===== src/rtl/mod_n_updown_counter.sv =====
// Runtime-programmable modulo up/down counter.
// Counts 0..term_val in either direction, with sync clear, parallel load,
// count enable and a one-shot mode that halts after the first wrap.
// tc is combinational so stages can be cascaded without ripple latency.
module mod_n_updown_counter #(
  parameter int                 WIDTH    = 4,
  parameter logic [WIDTH-1:0]   TERM_RST = WIDTH'(4'd13)
) (
  input  logic             clk,
  input  logic             rst_n,
  input  logic             clr,
  input  logic             load,
  input  logic [WIDTH-1:0] load_val,
  input  logic             en,
  input  logic             up_dn,
  input  logic             oneshot,
  input  logic [WIDTH-1:0] term_val,
  output logic [WIDTH-1:0] q,
  output logic             tc,
  output logic             wrap,
  output logic             done
);

  typedef enum logic [0:0] {
    ST_RUN  = 1'b0,
    ST_HALT = 1'b1
  } state_t;

  state_t           state_r;
  state_t           state_nxt_s;
  logic [WIDTH-1:0] q_r;
  logic [WIDTH-1:0] q_nxt_s;
  logic             wrap_r;
  logic             wrap_nxt_s;
  logic             done_r;
  logic             done_nxt_s;
  logic             at_wrap_s;
  logic             count_ok_s;
  logic             tc_s;

  // Wrap point detection; an out-of-range q always counts as a wrap point.
  always_comb begin
    at_wrap_s = 1'b0;
    if (up_dn) begin
      at_wrap_s = (q_r >= term_val);
    end else begin
      at_wrap_s = (q_r == {WIDTH{1'b0}}) | (q_r > term_val);
    end
  end

  assign count_ok_s = en & (state_r == ST_RUN);

  // State register: RUN/HALT, async reset to RUN.
  always_ff @(posedge clk or negedge rst_n) begin
    if (!rst_n) begin
      state_r <= ST_RUN;
    end else begin
      state_r <= state_nxt_s;
    end
  end

  // Next-state logic: clr/load always return to RUN; a one-shot wrap halts.
  always_comb begin
    state_nxt_s = state_r;
    if (clr || load) begin
      state_nxt_s = ST_RUN;
    end else begin
      case (state_r)
        ST_RUN: begin
          if (tc_s && oneshot) begin
            state_nxt_s = ST_HALT;
          end else begin
            state_nxt_s = ST_RUN;
          end
        end
        ST_HALT: begin
          state_nxt_s = ST_HALT;
        end
        default: begin
          state_nxt_s = ST_RUN;
        end
      endcase
    end
  end

  // Output decode: terminal count, and the done value to register.
  always_comb begin
    tc_s       = 1'b0;
    done_nxt_s = 1'b0;
    case (state_r)
      ST_RUN: begin
        tc_s = count_ok_s & at_wrap_s;
      end
      ST_HALT: begin
        tc_s = 1'b0;
      end
      default: begin
        tc_s = 1'b0;
      end
    endcase
    done_nxt_s = (state_nxt_s == ST_HALT);
  end

  // Next count and wrap pulse with clr > load > count priority.
  always_comb begin
    q_nxt_s    = q_r;
    wrap_nxt_s = 1'b0;
    if (clr) begin
      q_nxt_s    = {WIDTH{1'b0}};
      wrap_nxt_s = 1'b0;
    end else if (load) begin
      q_nxt_s    = load_val;
      wrap_nxt_s = 1'b0;
    end else if (count_ok_s) begin
      wrap_nxt_s = tc_s;
      if (at_wrap_s) begin
        if (up_dn) begin
          q_nxt_s = {WIDTH{1'b0}};
        end else begin
          q_nxt_s = term_val;
        end
      end else begin
        if (up_dn) begin
          q_nxt_s = q_r + WIDTH'(1'b1);
        end else begin
          q_nxt_s = q_r - WIDTH'(1'b1);
        end
      end
    end else begin
      q_nxt_s    = q_r;
      wrap_nxt_s = 1'b0;
    end
  end

  // Datapath registers: count, wrap pulse and done flag.
  always_ff @(posedge clk or negedge rst_n) begin
    if (!rst_n) begin
      q_r    <= {WIDTH{1'b0}};
      wrap_r <= 1'b0;
      done_r <= 1'b0;
    end else begin
      q_r    <= q_nxt_s;
      wrap_r <= wrap_nxt_s;
      done_r <= done_nxt_s;
    end
  end

  assign q    = q_r;
  assign tc   = tc_s;
  assign wrap = wrap_r;
  assign done = done_r;

endmodule


===== config.mk =====
export PLATFORM = sky130hd
export DESIGN_NAME = mod_n_updown_counter
export DESIGN_NICKNAME = d
export VERILOG_FILES = /design/src/rtl/mod_n_updown_counter.sv
export SDC_FILE = /design/constraint.sdc
export NUM_CORES = 1
export LEC_CHECK = 0
export CAP_MARGIN = 15
export CELL_PAD_IN_SITES_DETAIL_PLACEMENT = 1
export CELL_PAD_IN_SITES_GLOBAL_PLACEMENT = 1
export CORE_UTILIZATION = 28
export DETAILED_ROUTE_END_ITERATION = 8
export HOLD_SLACK_MARGIN = 0.05
export PLACE_DENSITY = 0.72
export RECOVER_POWER = 50
export SLEW_MARGIN = 25
export SYNTH_ARGS = -nofsm -noshare
export SYNTH_HDL_FRONTEND = slang
export SYNTH_SLANG_ARGS = --single-unit

===== constraint.sdc =====
create_clock -name clk -period 2.1 [get_ports clk]
set_clock_uncertainty 0.2 [all_clocks]
set_input_delay 0.42 -clock clk [delete_from_list [all_inputs] [get_ports clk]]
set_output_delay 0.42 -clock clk [all_outputs]
set_load 0.005 [all_outputs]

==> out/results.ini, run 1 <==
[yosys]
yosys.area_share.xor_xnor = 0.0294
syn_nets = 88
yosysUniqueCellTypes = 35
muxShareOfSynthArea = 0.0335
yosysSeqAreaShare = 0.252
avgSynthCellArea_um2 = 9.04
ys_warn_count = 0
synth_top_family_by_area = compound AO/OA/AOI/OAI gates
netlist_area_um2 = 597
yosys.area_share.adder = 0.159
synth_cells = 66
synth_compound_area_frac = 0.266
synth_seq_cells = 6
synthSimpleGateAreaFrac = 0.210

[floorplanning]
fp-row-count = 16
start_util = 0.301
dieArea_mm2 = 0.00232
die_w_um = 48.2
io_pins = 22
die_h_um = 48.2
placeableCoreArea_mm2 = 0.00198

[pwr]
powerDensity_mw_per_mm2 = 603
leakagePower_nw = 0.477
ir_drop_mv = 0.256
finalPower_w = 0.000644

[timing]
tightest_slew_ps = 325
rsz0062_at_grt = true
setup_ws_ps = -246
drv_slew = 0
period_minus_slack_ps = 2350
relSlewSlack = 0.783
setup_viol = 2
finalCritPeriodShare = 1.12
finalHoldViolations = 0
fmax_mhz = 426

[placed_design]
routabilityCongestion = 0.746
portBuffers = 21
dp.cells = 131
post-dp-hpwl_mm = 1.58

[global_routing]
grt_pass1_vias = 655
grt_usage = 0.182
grt_pass1_wl_mm = 2.88
grt_max_degree = 12
grt_overflow_total = 0
antenna_found_initial = 0

[worst_setup_path]
reg2reg_slack_ps = -200
start_kind = flip-flop
crit_type = reg2out
r2r-end = q[3]
r2r_cells = 8
worstReg2RegStart = q[0]
crit_path_max_fanout = 2
cp-end-kind = output port
worstPathArrival_ps = 1730
required_ps = 1480

[drt]
drtIter0Drc = 0
vias_per_cell = 4.88
vias = 663
drt_first_pass_iters = 1
drc = 0
drt-wirelength-per-cell_um = 14.6
drt_wl_total_mm = 1.99
drtAntennaViolNets = 0

[cells_and_area]
fin_nets = 133
areaGrowthSynthToFinish_pct = 78.8
layout_commonest_cell = buf_4
drive_gt1_frac = 0.376
diodes = 0
final_cells = 136
final_cell_mix = buf_4 (20), clkdlybuf4s50_1 (13), a21oi_1 (7)

[clock_tree]
clkSlewWorstSetupHoldPaths_ps = 50
clk_path_buf_depth = 2
cts_tree = done
cts_hold_buf = 0
cts_root_buf = clkbuf_4
htreeDepth = 1
clock_latency_ps = 240
cts_sinks = 6
cts_buffers = 3

[worst_hold_path]
hp-class = in2async

[outcome]
failed_checks = negative setup slack
status = finished with violations

[run]
maxCapViolations = 0

## flip-flops by register name (all words and copies together), names as in the netlist
register,cells
q,4
done,1
wrap,1
## per-layer routing
layer,up-vias,wire length (µm),track usage
met3,0,40,0.0222
met4,0,0,0.0167
met5,-,0,0
met2,9,1080,0.352
li1,332,-,-
met1,322,869,0.220
## power by group
part | internal [W] | total [W] | switching [W]
clock network | 0.0000645 | 0.000103 | 0.0000388
registers | 0.000130 | 0.000142 | 0.0000121
logic | 0.000225 | 0.000398 | 0.000173
total | 0.000420 | 0.000644 | 0.000224
## cells by family (layout without fill, tap and decap cells)
family / after synthesis / count (layout)
AND/OR/NAND/NOR: 20 / 20
adder cells (fa/ha/maj): 7 / 7
buffers and inverters: 8 / 51
flip-flops: 6 / 6
AO/OA/AOI/OAI: 21 / 21
multiplexers: 2 / 2
XOR/XNOR: 2 / 2
## Yosys cell counts, drive strengths merged
cell	n	area [µm²]
a211oi	1	7.51
nor2b	2	12.5
mux2i	2	20.0
a21o	1	7.51
nand2b	2	20.0
or2	1	6.26
o22ai	1	6.26
nor4	1	6.26
nor3	1	5.00
dfrtp	6	150
o21a	1	7.51
nand2	3	11.3
a31oi	1	6.26
a21oi	8	40.0
ha	6	75.1
a22oi	1	7.51
inv	6	22.5
a2111oi	1	27.5
o21ai	2	13.8
nand3	1	5.00
clkbuf	2	7.51
nand3b	2	15.0
a32o	1	10.0
nor3b	1	12.5
nor2	4	15.0
a41oi	1	8.76
o211ai	1	7.51
or4b	1	10.0
a311oi	1	8.76
xor2	1	8.76
nand4	1	6.26
xnor2	1	8.76
fa	1	20.0
## cell type report
type / count / area [µm²]
Clock buffer: 3 / 22.5
Fill cell: 240 / 915
Inverter: 6 / 22.5
Multi-Input combinational cell: 52 / 485
Sequential cell: 6 / 150
Tap cell: 27 / 33.8
Timing Repair Buffer: 42 / 353
## how the worst max path moves through the flow
stage | cells after the start | end | start
2_1_floorplan | 7 | q[3] | q[0]
3_3_place_gp | 7 | tc | term_val[1]
3_5_place_dp | 7 | tc | term_val[1]
4_1_cts | 7 | tc | q[0]
5_1_grt | 7 | tc | q[0]
6_report | 7 | tc | q[0]
## critical path, stage by stage (launching register included)
cell and delay (ps):
dfrtp_1 390, inv_2 70, ha_4 190, nand2b_4 140, a2111oi_4 350, o21ai_4 90
nor2b_4 130, buf_2 130
## metrics by stage
step	setup WS [ps]	utilization	hold WS [ps]	instance area [µm²]	TNS, ps
6_report	-246	0.539	293	1070	-442
3_3_place_gp	-864	0.497	351	986	-3570
4_1_cts	-389	0.535	224	1060	-886
2_1_floorplan	-131	-	-75.6	607	-183
3_5_place_dp	-903	0.497	384	986	-3810
5_1_grt	-305	0.539	296	1070	-650
## timing repair
| item | CTS | global route |
|---|---|---|
| endpoints found under the setup margin | 7 | 6 |
| setup buffers | 3 | 0 |
| pin swaps | 8 | 4 |
| resized for setup | 18 | 6 |
(Power assumes the default switching activity.)
==> inputs of run 2 (changes only) <==
- REMOVE_ABC_BUFFERS: unset -> 1
==> out/results.ini, run 2 (same netlist as run 1, synthesis figures left out) <==
[floorplanning]
dieArea_mm2 = 0.00232
io_pins = 22
die_h_um = 48.2
fp-row-count = 16
start_util = 0.301
die_w_um = 48.2
placeableCoreArea_mm2 = 0.00198

[clock_tree]
post_cts_buffers = 0
cts_buffers = 3
cts_sinks = 6
cts_hold_buf = 0
clk_path_buf_depth = 2
htreeDepth = 1
cts_tree = done
clock_latency_ps = 250
cts_root_buf = clkbuf_4
clkSlewWorstSetupHoldPaths_ps = 50

[worst_setup_path]
start_kind = input port
crit_chain = dlygate4sd2_1, ha_1, nand2b_4, a2111oi_4, o21ai_2, nor2b_1, buf_2
worstPathArrival_ps = 1750
cp-end-kind = output port
crit_path_max_fanout = 2
required_ps = 1480
critPathMaxStageDelay_ps = 300
cp_top_family = compound AO/OA/AOI/OAI gates
cp_num_buf_inv = 2
crit_type = in2out
cp_slowest_cell = a2111oi_4

[cells_and_area]
design_area_mm2 = 0.00103
register_area_um2 = 150
diodes = 0
largest_register_ffs = 4
final_cell_mix = buf_4 (21), clkdlybuf4s50_1 (13), a21oi_1 (8)
layout_commonest_cell = buf_4
fillers = 237
utilization = 0.521
multiInputGateArea_um2 = 448
fin_nets = 133
areaGrowthSynthToFinish_pct = 73.2
drive_gt1_frac = 0.312

[drt]
drtAntennaViolNets = 0
drtIter0Drc = 8
drt_wl_total_mm = 1.96
vias_per_cell = 4.88
vias = 664
drt-wirelength-per-cell_um = 14.4
drt_first_pass_iters = 2
drc = 0

[timing]
rsz0062_at_grt = true
fmax_mhz = 422
relSlewSlack = 0.790
tightest_slew_ps = 314
finalHoldViolations = 0
finalCritPeriodShare = 1.13
period_minus_slack_ps = 2370
drv_slew = 0
setup_viol = 2
setup_ws_ps = -267
fin_tns_setup_ps = -456

[global_routing]
antenna_found_initial = 0
grt_usage = 0.202
grt_pass1_vias = 679
grt_pass1_wl_mm = 3.13
grt_overflow_total = 0
grt_max_degree = 10

[pwr]
seqPwrFrac = 0.231
leakagePower_nw = 0.471
clkPwrFrac = 0.190
p_comb_frac = 0.578
swShare = 0.354
p_int_w = 0.000391
p_switching_w = 0.000214
powerDensity_mw_per_mm2 = 585
finalPower_w = 0.000605
ir_drop_mv = 0.231

[placed_design]
portBuffers = 21
post-dp-hpwl_mm = 1.62
dpl_cell_area_um2 = 991
routabilityCongestion = 0.788
post-place-ws_ps = -875

[outcome]
failed_checks = negative setup slack
status = finished with violations

[run]
maxCapViolations = 0

[worst_hold_path]
hp-class = in2async

-- run 2: cell count changes in the layout (fill, tap and decap cells not counted), sizes merged --
cell | before | now
clkbuf | 5 | 3
dlygate4sd2 | 3 | 5
-- run 2: worst paths after layout --
check / startpoint / end / slack (ps) / cells past startpoint
max: term_val[0] / tc / -270 / 7
min: rst_n / q[0] / 290 / 1
max reg2reg: q[0] / q[3] / -180 / 8
min reg2reg: done / done / 380 / 2
max in group asynchronous: rst_n / q[3] / 1170 / 1
min in group clk: done / done / 380 / 2
-- run 2: layout make-up --
| class | instances | area share |
|---|---|---|
| clock buffers | 3 | 0.0218 |
| inverters | 6 | 0.0218 |
| multi-input cells | 52 | 0.433 |
| flip-flops and latches | 6 | 0.145 |
| well taps | 27 | 0.0327 |
| repair buffers | 42 | 0.345 |
-- run 2: per-layer routing --
layer / wire (µm) / share of wire / track usage
met3: 34 / 0.017 / 0.0444
met4: 0 / 0 / 0.0278
met2: 1090 / 0.55 / 0.349
met1: 842 / 0.43 / 0.263
met5: 0 / 0 / 0
-- run 2: worst register-to-register path, stage by stage, from the launching register on --
cell	delay, ps
dfrtp_1	340
inv_1	50
ha_1	300
nand2b_4	150
a2111oi_4	300
o21ai_2	100
buf_4	180
or4b_1	500
o211ai_1	90
-- run 2: repair_timing --
| action | in CTS | in global routing |
|---|---|---|
| resized for setup | 14 | 0 |
| pin swaps | 5 | 0 |
| setup endpoints to repair | 7 | 4 |
-- run 2: metrics by stage --
| stage | cells | hold slack, ps |
|---|---|---|
| detailed placement | 133 | 376 |
| CTS | 136 | 227 |
| finish | 136 | 291 |
| global placement | 133 | 362 |
| floorplan | 64 | -75.6 |
| global route | 136 | 315 |
-- run 2: power groups by stage --
stage	Clock, W	Combinational [W]	Sequential, W
finish	0.000115	0.000350	0.000140
CTS	0.000120	0.000353	0.000140
global route	0.000123	0.000387	0.000142
global placement	0	0.000334	0.000139
floorplan	0	0.000163	0.000151
detailed placement	0	0.000345	0.000139
